<file path="src/rtl/sar_pkg.sv">
// Shared definitions for the SAR ADC controller: default parameters and
// the FSM state encoding.
package sar_pkg;

    localparam int SAR_WIDTH_DEF      = 8;
    localparam int SAR_SAMPLE_CYC_DEF = 4;
    localparam int SAR_SETTLE_CYC_DEF = 2;

    typedef logic [2:0] sar_state_t;

    localparam sar_state_t ST_IDLE   = 3'd0;
    localparam sar_state_t ST_SAMPLE = 3'd1;
    localparam sar_state_t ST_SETTLE = 3'd2;
    localparam sar_state_t ST_DECIDE = 3'd3;
    localparam sar_state_t ST_DONE   = 3'd4;

endpackage

</file>
<file path="src/rtl/sync2.sv">
// Two-flop synchroniser for a single asynchronous input bit.
module sync2 (
    input  logic clk,
    input  logic rst,
    input  logic i_d,
    output logic o_q
);

    logic r_meta;
    logic r_sync;

    // Two-stage capture of the asynchronous input.
    always_ff @(posedge clk or posedge rst) begin
        if (rst) begin
            r_meta <= 1'b0;
            r_sync <= 1'b0;
        end else begin
            r_meta <= i_d;
            r_sync <= r_meta;
        end
    end

    assign o_q = r_sync;

endmodule

</file>
<file path="src/rtl/sar_adc_ctrl.sv">
// Successive-approximation ADC controller: track phase, then one settle/decide
// pass per bit from MSB down, committing the code in DONE.
module sar_adc_ctrl
    import sar_pkg::*;
#(
    parameter int WIDTH      = SAR_WIDTH_DEF,
    parameter int SAMPLE_CYC = SAR_SAMPLE_CYC_DEF,
    parameter int SETTLE_CYC = SAR_SETTLE_CYC_DEF
) (
    input  logic             clk,
    input  logic             rst,
    input  logic             start,
    input  logic             cont,
    input  logic             abort,
    input  logic             cmp_async,
    output logic             sample,
    output logic [WIDTH-1:0] dac_code,
    output logic             busy,
    output logic [WIDTH-1:0] result,
    output logic             done
);

    localparam int IDX_W = (WIDTH > 1) ? $clog2(WIDTH) : 1;

    localparam logic [7:0]       CNT_SAMPLE = 8'(SAMPLE_CYC - 1);
    localparam logic [7:0]       CNT_SETTLE = 8'(SETTLE_CYC - 1);
    localparam logic [7:0]       CNT_ONE    = 8'd1;
    localparam logic [IDX_W-1:0] IDX_TOP    = IDX_W'(WIDTH - 1);
    localparam logic [IDX_W-1:0] IDX_ONE    = IDX_W'(1);
    localparam logic [IDX_W-1:0] IDX_ZERO   = IDX_W'(0);
    localparam logic [WIDTH-1:0] CODE_MSB   = {1'b1, {(WIDTH-1){1'b0}}};
    localparam logic [WIDTH-1:0] CODE_ZERO  = {WIDTH{1'b0}};

    sar_state_t       r_state;
    logic [7:0]       r_cnt;
    logic [IDX_W-1:0] r_idx;
    logic [WIDTH-1:0] r_code;
    logic [WIDTH-1:0] r_result;
    logic             r_done;
    logic             r_sample;
    logic             r_busy;

    sar_state_t       w_state_nxt;
    logic [7:0]       w_cnt_nxt;
    logic [IDX_W-1:0] w_idx_nxt;
    logic [WIDTH-1:0] w_code_nxt;
    logic [WIDTH-1:0] w_result_nxt;
    logic             w_done_nxt;
    logic [WIDTH-1:0] w_trial;
    logic             w_cmp;

    sync2 u_sync2 (
        .clk (clk),
        .rst (rst),
        .i_d (cmp_async),
        .o_q (w_cmp)
    );

    // Next-state logic; the single r_cnt times both the track and settle phases.
    always_comb begin
        w_state_nxt  = r_state;
        w_cnt_nxt    = r_cnt;
        w_idx_nxt    = r_idx;
        w_code_nxt   = r_code;
        w_result_nxt = r_result;
        w_done_nxt   = 1'b0;
        w_trial      = r_code;
        case (r_state)
            ST_IDLE: begin
                w_code_nxt = CODE_ZERO;
                if (start && !abort) begin
                    w_state_nxt = ST_SAMPLE;
                    w_cnt_nxt   = CNT_SAMPLE;
                end else begin
                    w_state_nxt = ST_IDLE;
                end
            end
            ST_SAMPLE: begin
                if (abort) begin
                    w_state_nxt = ST_IDLE;
                    w_code_nxt  = CODE_ZERO;
                    w_cnt_nxt   = 8'd0;
                end else if (r_cnt == 8'd0) begin
                    w_state_nxt = ST_SETTLE;
                    w_idx_nxt   = IDX_TOP;
                    w_code_nxt  = CODE_MSB;
                    w_cnt_nxt   = CNT_SETTLE;
                end else begin
                    w_cnt_nxt = r_cnt - CNT_ONE;
                end
            end
            ST_SETTLE: begin
                if (abort) begin
                    w_state_nxt = ST_IDLE;
                    w_code_nxt  = CODE_ZERO;
                    w_cnt_nxt   = 8'd0;
                end else if (r_cnt == 8'd0) begin
                    w_state_nxt = ST_DECIDE;
                end else begin
                    w_cnt_nxt = r_cnt - CNT_ONE;
                end
            end
            ST_DECIDE: begin
                if (abort) begin
                    w_state_nxt = ST_IDLE;
                    w_code_nxt  = CODE_ZERO;
                    w_cnt_nxt   = 8'd0;
                end else begin
                    if (!w_cmp) begin
                        w_trial[r_idx] = 1'b0;
                    end else begin
                        w_trial[r_idx] = 1'b1;
                    end
                    if (r_idx != IDX_ZERO) begin
                        w_trial[r_idx - IDX_ONE] = 1'b1;
                        w_idx_nxt   = r_idx - IDX_ONE;
                        w_cnt_nxt   = CNT_SETTLE;
                        w_state_nxt = ST_SETTLE;
                    end else begin
                        w_state_nxt = ST_DONE;
                    end
                    w_code_nxt = w_trial;
                end
            end
            ST_DONE: begin
                // DONE always commits, even when aborted in this cycle.
                w_result_nxt = r_code;
                w_done_nxt   = 1'b1;
                w_code_nxt   = CODE_ZERO;
                if (cont && !abort) begin
                    w_state_nxt = ST_SAMPLE;
                    w_cnt_nxt   = CNT_SAMPLE;
                end else begin
                    w_state_nxt = ST_IDLE;
                    w_cnt_nxt   = 8'd0;
                end
            end
            default: begin
                w_state_nxt = ST_IDLE;
                w_code_nxt  = CODE_ZERO;
                w_cnt_nxt   = 8'd0;
            end
        endcase
    end

    // State and output registers; outputs decode the next state so they are flop-driven.
    always_ff @(posedge clk or posedge rst) begin
        if (rst) begin
            r_state  <= ST_IDLE;
            r_cnt    <= 8'd0;
            r_idx    <= IDX_ZERO;
            r_code   <= CODE_ZERO;
            r_result <= CODE_ZERO;
            r_done   <= 1'b0;
            r_sample <= 1'b0;
            r_busy   <= 1'b0;
        end else begin
            r_state  <= w_state_nxt;
            r_cnt    <= w_cnt_nxt;
            r_idx    <= w_idx_nxt;
            r_code   <= w_code_nxt;
            r_result <= w_result_nxt;
            r_done   <= w_done_nxt;
            r_sample <= (w_state_nxt == ST_SAMPLE);
            r_busy   <= (w_state_nxt != ST_IDLE);
        end
    end

    assign sample   = r_sample;
    assign dac_code = r_code;
    assign busy     = r_busy;
    assign result   = r_result;
    assign done     = r_done;

endmodule

</file>
<file path="config.mk">
export PLATFORM = sky130hd
export DESIGN_NAME = sar_adc_ctrl
export DESIGN_NICKNAME = d
export VERILOG_FILES = /design/src/rtl/sar_pkg.sv /design/src/rtl/sync2.sv /design/src/rtl/sar_adc_ctrl.sv
export SDC_FILE = /design/constraint.sdc
export NUM_CORES = 1
export LEC_CHECK = 0
export BUFFER_PORTS_ARGS = -buffer_cell sky130_fd_sc_hd__buf_2
export CORE_ASPECT_RATIO = 1.25
export CORE_MARGIN = 1
export CORE_UTILIZATION = 62
export DETAILED_ROUTE_END_ITERATION = 8
export PLACE_DENSITY = 0.95
export SYNTH_ARGS = -nofsm -noshare
export SYNTH_HDL_FRONTEND = slang
export SYNTH_SLANG_ARGS = --single-unit
export TNS_END_PERCENT = 30
</file>
<file path="constraint.sdc">
create_clock -name clk -period 3.4 [get_ports clk]
set_clock_uncertainty 0.1 [all_clocks]
set_input_delay 0.17 -clock clk [delete_from_list [all_inputs] [get_ports clk]]
set_output_delay 0.17 -clock clk [all_outputs]
set_load 0.03 [all_outputs]
</file>
== After elaboration in Yosys (flattened, before gate mapping) ==
Index checks and enable logic that the tools add are counted.

* $lt $le $gt $ge: 4
* Reduce and logical (&&, ||, !) cells: 13
* Bitwise operators: 4
* Mux-type cells: 37
* Add/subtract/negate cells: 2
* Eq/ne operators: 14

{| class="wikitable"
|+ Operators by type and width
! kind !! number
|-
| 2-to-1 mux 8 bit || 15
|-
| case mux 8 bit (5 select lines) || 1
|-
| 2-to-1 mux 3 bit || 10
|-
| case mux 8 bit (3 select lines) || 1
|-
| bitwise OR 8 bit || 2
|-
| case mux 3 bit (5 select lines) || 1
|-
| != test 2 bit, second input constant || 6
|-
| != test 3 bit, second input constant || 3
|-
| AND 8 bit || 1
|-
| logical NOT 8 bit || 1
|-
| < comparator 3 x 4 -> 1 bit, second input constant || 2
|-
| NOT 8 bit || 1
|-
| subtractor 8 x 1 -> 8 bit, second input constant || 1
|-
| demux 1 bit (select 3 bit) || 2
|-
| equality test 3 x 1 -> 1 bit, second input constant || 2
|-
| equality test 3 x 2 -> 1 bit, second input constant || 2
|-
| >= comparator 3 x 1 -> 1 bit, second input constant || 2
|-
| case mux 3 bit (2 select lines) || 1
|-
| nonzero test 3 bit || 2
|-
| 2-to-1 mux 1 bit || 5
|-
| AND reduction 5 bit || 1
|-
| logical AND 1 bit || 4
|-
| equality test 3 bit, second input constant || 1
|-
| logical NOT 3 bit || 1
|-
| other kinds (6) || 6
|}

* Register bits after elaboration: 35
* Output and inout port bits: 19

== Logic depth before layout (Yosys ltp) ==
* Depth in word-level cells: 13
* Depth in mapped cells: 8

== Hierarchy ==
From an unflattened synthesis, not the netlist that was laid out.

* Cell total of the unflattened synthesis: 203
* Area, all modules: 2,018.2 um^2

{| class="wikitable"
|+ Modules (own cells, without submodules)
! module !! instances !! cells each !! seq. area each (um^2) !! area an instance (um^2)
|-
| sar_adc_ctrl || 1 || 200 || 825.8 || 1,964.4
|-
| sync2 || 1 || 3 || 50.0 || 53.8
|}

== Worst setup path after synthesis ==
Ideal clock, no wire load.

* Path type: register to register
* Start point: reg r_cnt[0]
* End point: reg r_busy (netlist: busy)
* Library setup time: 0.131 ns
* Arrival: 1.822 ns
* Required time: 3.169 ns
* Path slack: 1.347 ns
* Stages on the path, launching flop included: 7
* Cells stage by stage: dfrtp_1 > inv_1 > ha_1 > nor3b_2 > a21boi_2 > or3_4 > or3_1

* Longest elaborated chain between the ends: 5

{| class="wikitable"
|+ Ends and longest elaborated chain
! element !! RTL line !! text
|-
| from (decl) || sar_adc_ctrl.sv:35 || <nowiki>logic [7:0] r_cnt;</nowiki>
|-
| from (signal assigned) || sar_adc_ctrl.sv:159 || <nowiki>r_cnt <= w_cnt_nxt;</nowiki>
|-
| logical NOT 8 bit (*) || sar_adc_ctrl.sv:83, sar_adc_ctrl.sv:97 ||
|-
| 2-to-1 mux 3 bit (on tied branches) || sar_adc_ctrl.sv:97, sar_adc_ctrl.sv:83 ||
|-
| 2-to-1 mux 3 bit (on tied branches) || sar_adc_ctrl.sv:93, sar_adc_ctrl.sv:79 ||
|-
| case mux 3 bit (5 select lines) (*) || sar_adc_ctrl.sv:68 || <nowiki>case (r_state)</nowiki>
|-
| via w_state_nxt[0] || sar_adc_ctrl.sv:43 || <nowiki>sar_state_t w_state_nxt;</nowiki>
|-
| nonzero test 3 bit (*) || sar_adc_ctrl.sv:165 || <nowiki>r_busy <= (w_state_nxt != ST_IDLE);</nowiki>
|-
| to (signal assigned) || sar_adc_ctrl.sv:165 ||
|-
| to (decl) || sar_adc_ctrl.sv:41 || <nowiki>logic r_busy;</nowiki>
|}

Mark *: on every way through the listed nets, which the timed path passes. The rest lies on a longest branch.
A chain may end at the register's enable or synchronous reset.

== Final worst setup path ==
* Start point: reg r_idx[0]
* End point: reg r_cnt[0]

* Longest elaborated chain between the ends: 3

{| class="wikitable"
|+ Ends and longest elaborated chain
! element !! RTL line !! text
|-
| from (decl) || sar_adc_ctrl.sv:36 || <nowiki>logic [IDX_W-1:0] r_idx;</nowiki>
|-
| from (signal assigned) || sar_adc_ctrl.sv:160 || <nowiki>r_idx <= w_idx_nxt;</nowiki>
|-
| nonzero test 3 bit || sar_adc_ctrl.sv:114 || <nowiki>if (r_idx != IDX_ZERO) begin</nowiki>
|-
| != test 3 bit (no line) || n/a ||
|-
| AND reduction 3 bit (no line) || n/a ||
|}

No other way between the ends.

==> results.cfg <==
[job]
maxCapViolCount = 0

[floorplanning]
io_pins = 25
die_h_um = 65.6
core_um2 = 3000
start_util_pct = 66.9
fp.dieW_um = 52.9
fp-row-count = 22
dieArea_um2 = 3470

[worst_setup_path]
start_kind = register
path_class = register to register
arrival_ns = 2.71
crit_required_ns = 3.51
worstPathMaxFanout = 16
regToRegSetupSlack_ns = 0.80
endpoint_kind = register

[cts]
clock_path_buffers = 2
cts_setup_buffers = 0
clk_pin_slew_ns = 0.11
root_buffer = clkbuf_4
clk_latency_ns = 0.33
cts_sinks = 35
htreeDepth = 2
cts_hold_buffers = 2
cts_tree = done
cts_resized = 0
cts_buffers = 5

[global_routing]
antenna_found_initial = 0
grt_pass1_vias = 1519
globalRouteOverflowTotal = 0
gr-usage-all-layers_pct = 27.1
grt_pass1_wl_um = 6780
grt_max_degree = 36

[finish]
diodes = 0
finish.utilization_pct = 74.1
nets = 236
drive_gt1_share_pct = 23.3
fill_cells = 222
synthToLayoutAreaGrowth_pct = 10.8

[worst_hold_path]
hold_path_class = primary input to register

[timing]
hold_viol_final = 0
rsz0062_at_grt = no
tightest_slew_ns = 0.968
drv_slew = 0
relSlewSlack_pct = 35.3
final.min_clock_period_ns = 2.60
max_freq_ghz = 0.385
tns_ns = 0
setup_viol = 0
timing.final.crit_share_pct = 76.4

[pwr]
leakage_nw = 1.04
power_density_nw_per_um2 = 512
swShare_pct = 36.5
ir_drop_mv = 0.416
clockPowerShare_pct = 22.4
p_switching_uw = 415
p_int_uw = 723
combPwrFrac_pct = 29.1
seqPwrFrac_pct = 48.5

[routing]
drtIter0Drc = 87
antenna_left = 0
drc = 0
vias = 1679
first_pass_iters = 4
vias_per_cell = 6.38
wirelength_um = 4230
avgRoutedWirePerCell_um = 16.1

[synthesis]
yosysMostFrequentCell = dfrtp_1
synth_enable_flop_cells = 0
async_reset_ff_share_pct = 100
synth_top_area_share_pct = 43.6
syn_area_um2 = 2010
syn_inst = 203
syn_area_per_cell_um2 = 9.89
yosysTopAreaCell = dfrtp_1
ys.flop_type = dfrtp_1
ys_seq_elements = 35
synth_nets = 213
ys_seq_area_share_pct = 43.6
yosys_warnings = 0
synthTopCellsByCount = 35 x dfrtp_1, 17 x o21ai_0, 10 x a31oi_1, 10 x mux2_2, 10 x nor2_1
synth_cell_types = 53
synth_top_cells_by_area = dfrtp_1 44%, mux2_2 5.6%, o21ai_0 4.2%

[placed_design]
place_hpwl_um = 2990
routabilityCongestion = 0.912
port-buffer-count = 24

[status]
outcome = finished clean
## logic make-up (layout without fill, tap and decap cells)
group	Yosys count	after routing	synth area share, %
compound gates	69	69	23.1
xor+xnor	1	1	0.436
fa+ha+maj	4	4	2.49
buf+inv	21	45	4.49
flops	35	35	43.6
mux	12	12	6.60
simple gates	61	61	19.3
## critical path, stage by stage, from the launching register on
cell and delay (ns):
dfrtp_1 0.66, clkinv_1 0.39, ha_1 0.38, nor3b_1 0.17, a32oi_1 0.26, and2_1 0.35
a41oi_1 0.16
## path summary, 6_finish.rpt
kind / start / to / cells past startpoint
min in group asynchronous: rst / dac_code[7] / 4
worst max register to register: r_idx[0] / r_cnt[0] / 6
worst min register to register: u_sync2.r_meta / u_sync2.o_q / 0
worst max-delay path: r_idx[0] / r_cnt[0] / 6
worst min-delay path: abort / r_state[2] / 3
max in group asynchronous: rst / dac_code[1] / 4
## state kept, by name, indices dropped and copies added (netlist names)
name	cells
dac_code	8
r_cnt	8
result	8
r_idx	3
r_state	3
busy	1
done	1
sample	1
u_sync2.o_q	1
u_sync2.r_meta	1
## stage by stage
stage	setup WS (ns)	cell area (µm²)	std cells	power (mW)	hold slack, ns
2_1_floorplan	1.35	2010	203	0.816	0.101
3_3_place_gp	0.986	2140	253	0.868	0.179
3_5_place_dp	0.886	2140	253	0.881	0.182
4_1_cts	0.862	2220	263	1.14	0.217
5_1_grt	0.647	2220	263	1.21	0.240
6_report	0.801	2220	263	1.14	0.235
## cell type report
type,count,area (µm²),share of cell area [%]
Multi-Input combinational cell,147,1040,46.9
Sequential cell,35,876,39.4
Timing Repair Buffer,29,163,7.31
Clock buffer,8,68.8,3.09
Tap cell,36,45.0,2.02
Inverter,8,30.0,1.35
## metal layers
metal,vias up,track usage (%),share of wire (%)
li1,810,-,-
met1,773,34.0,43
met2,82,43.2,48
met3,14,6.48,6.4
met4,0,12.5,2.7
met5,-,0,0
## cells in the final DEF, fill, tap and decap left out, types with 5 or more instances in the layout
| master | count |
|---|---|
| a31oi_1 | 10 |
| o21ai_0 | 17 |
| mux2_2 | 10 |
| buf_2 | 24 |
| nand2b_1 | 5 |
| inv_1 | 7 |
| clkbuf_4 | 5 |
| dfrtp_1 | 35 |
| nor2_1 | 10 |
| a21oi_1 | 9 |
| o31ai_1 | 6 |
| nand2_1 | 9 |
## power groups by stage
stage | sequential, mW | clock (mW) | combinational [mW]
2_1_floorplan | 0.528 | 0 | 0.288
3_3_place_gp | 0.554 | 0 | 0.314
3_5_place_dp | 0.554 | 0 | 0.326
4_1_cts | 0.549 | 0.262 | 0.328
5_1_grt | 0.559 | 0.282 | 0.364
6_report | 0.552 | 0.255 | 0.331
No activity file was read; power rests on OpenSTA's default activity.
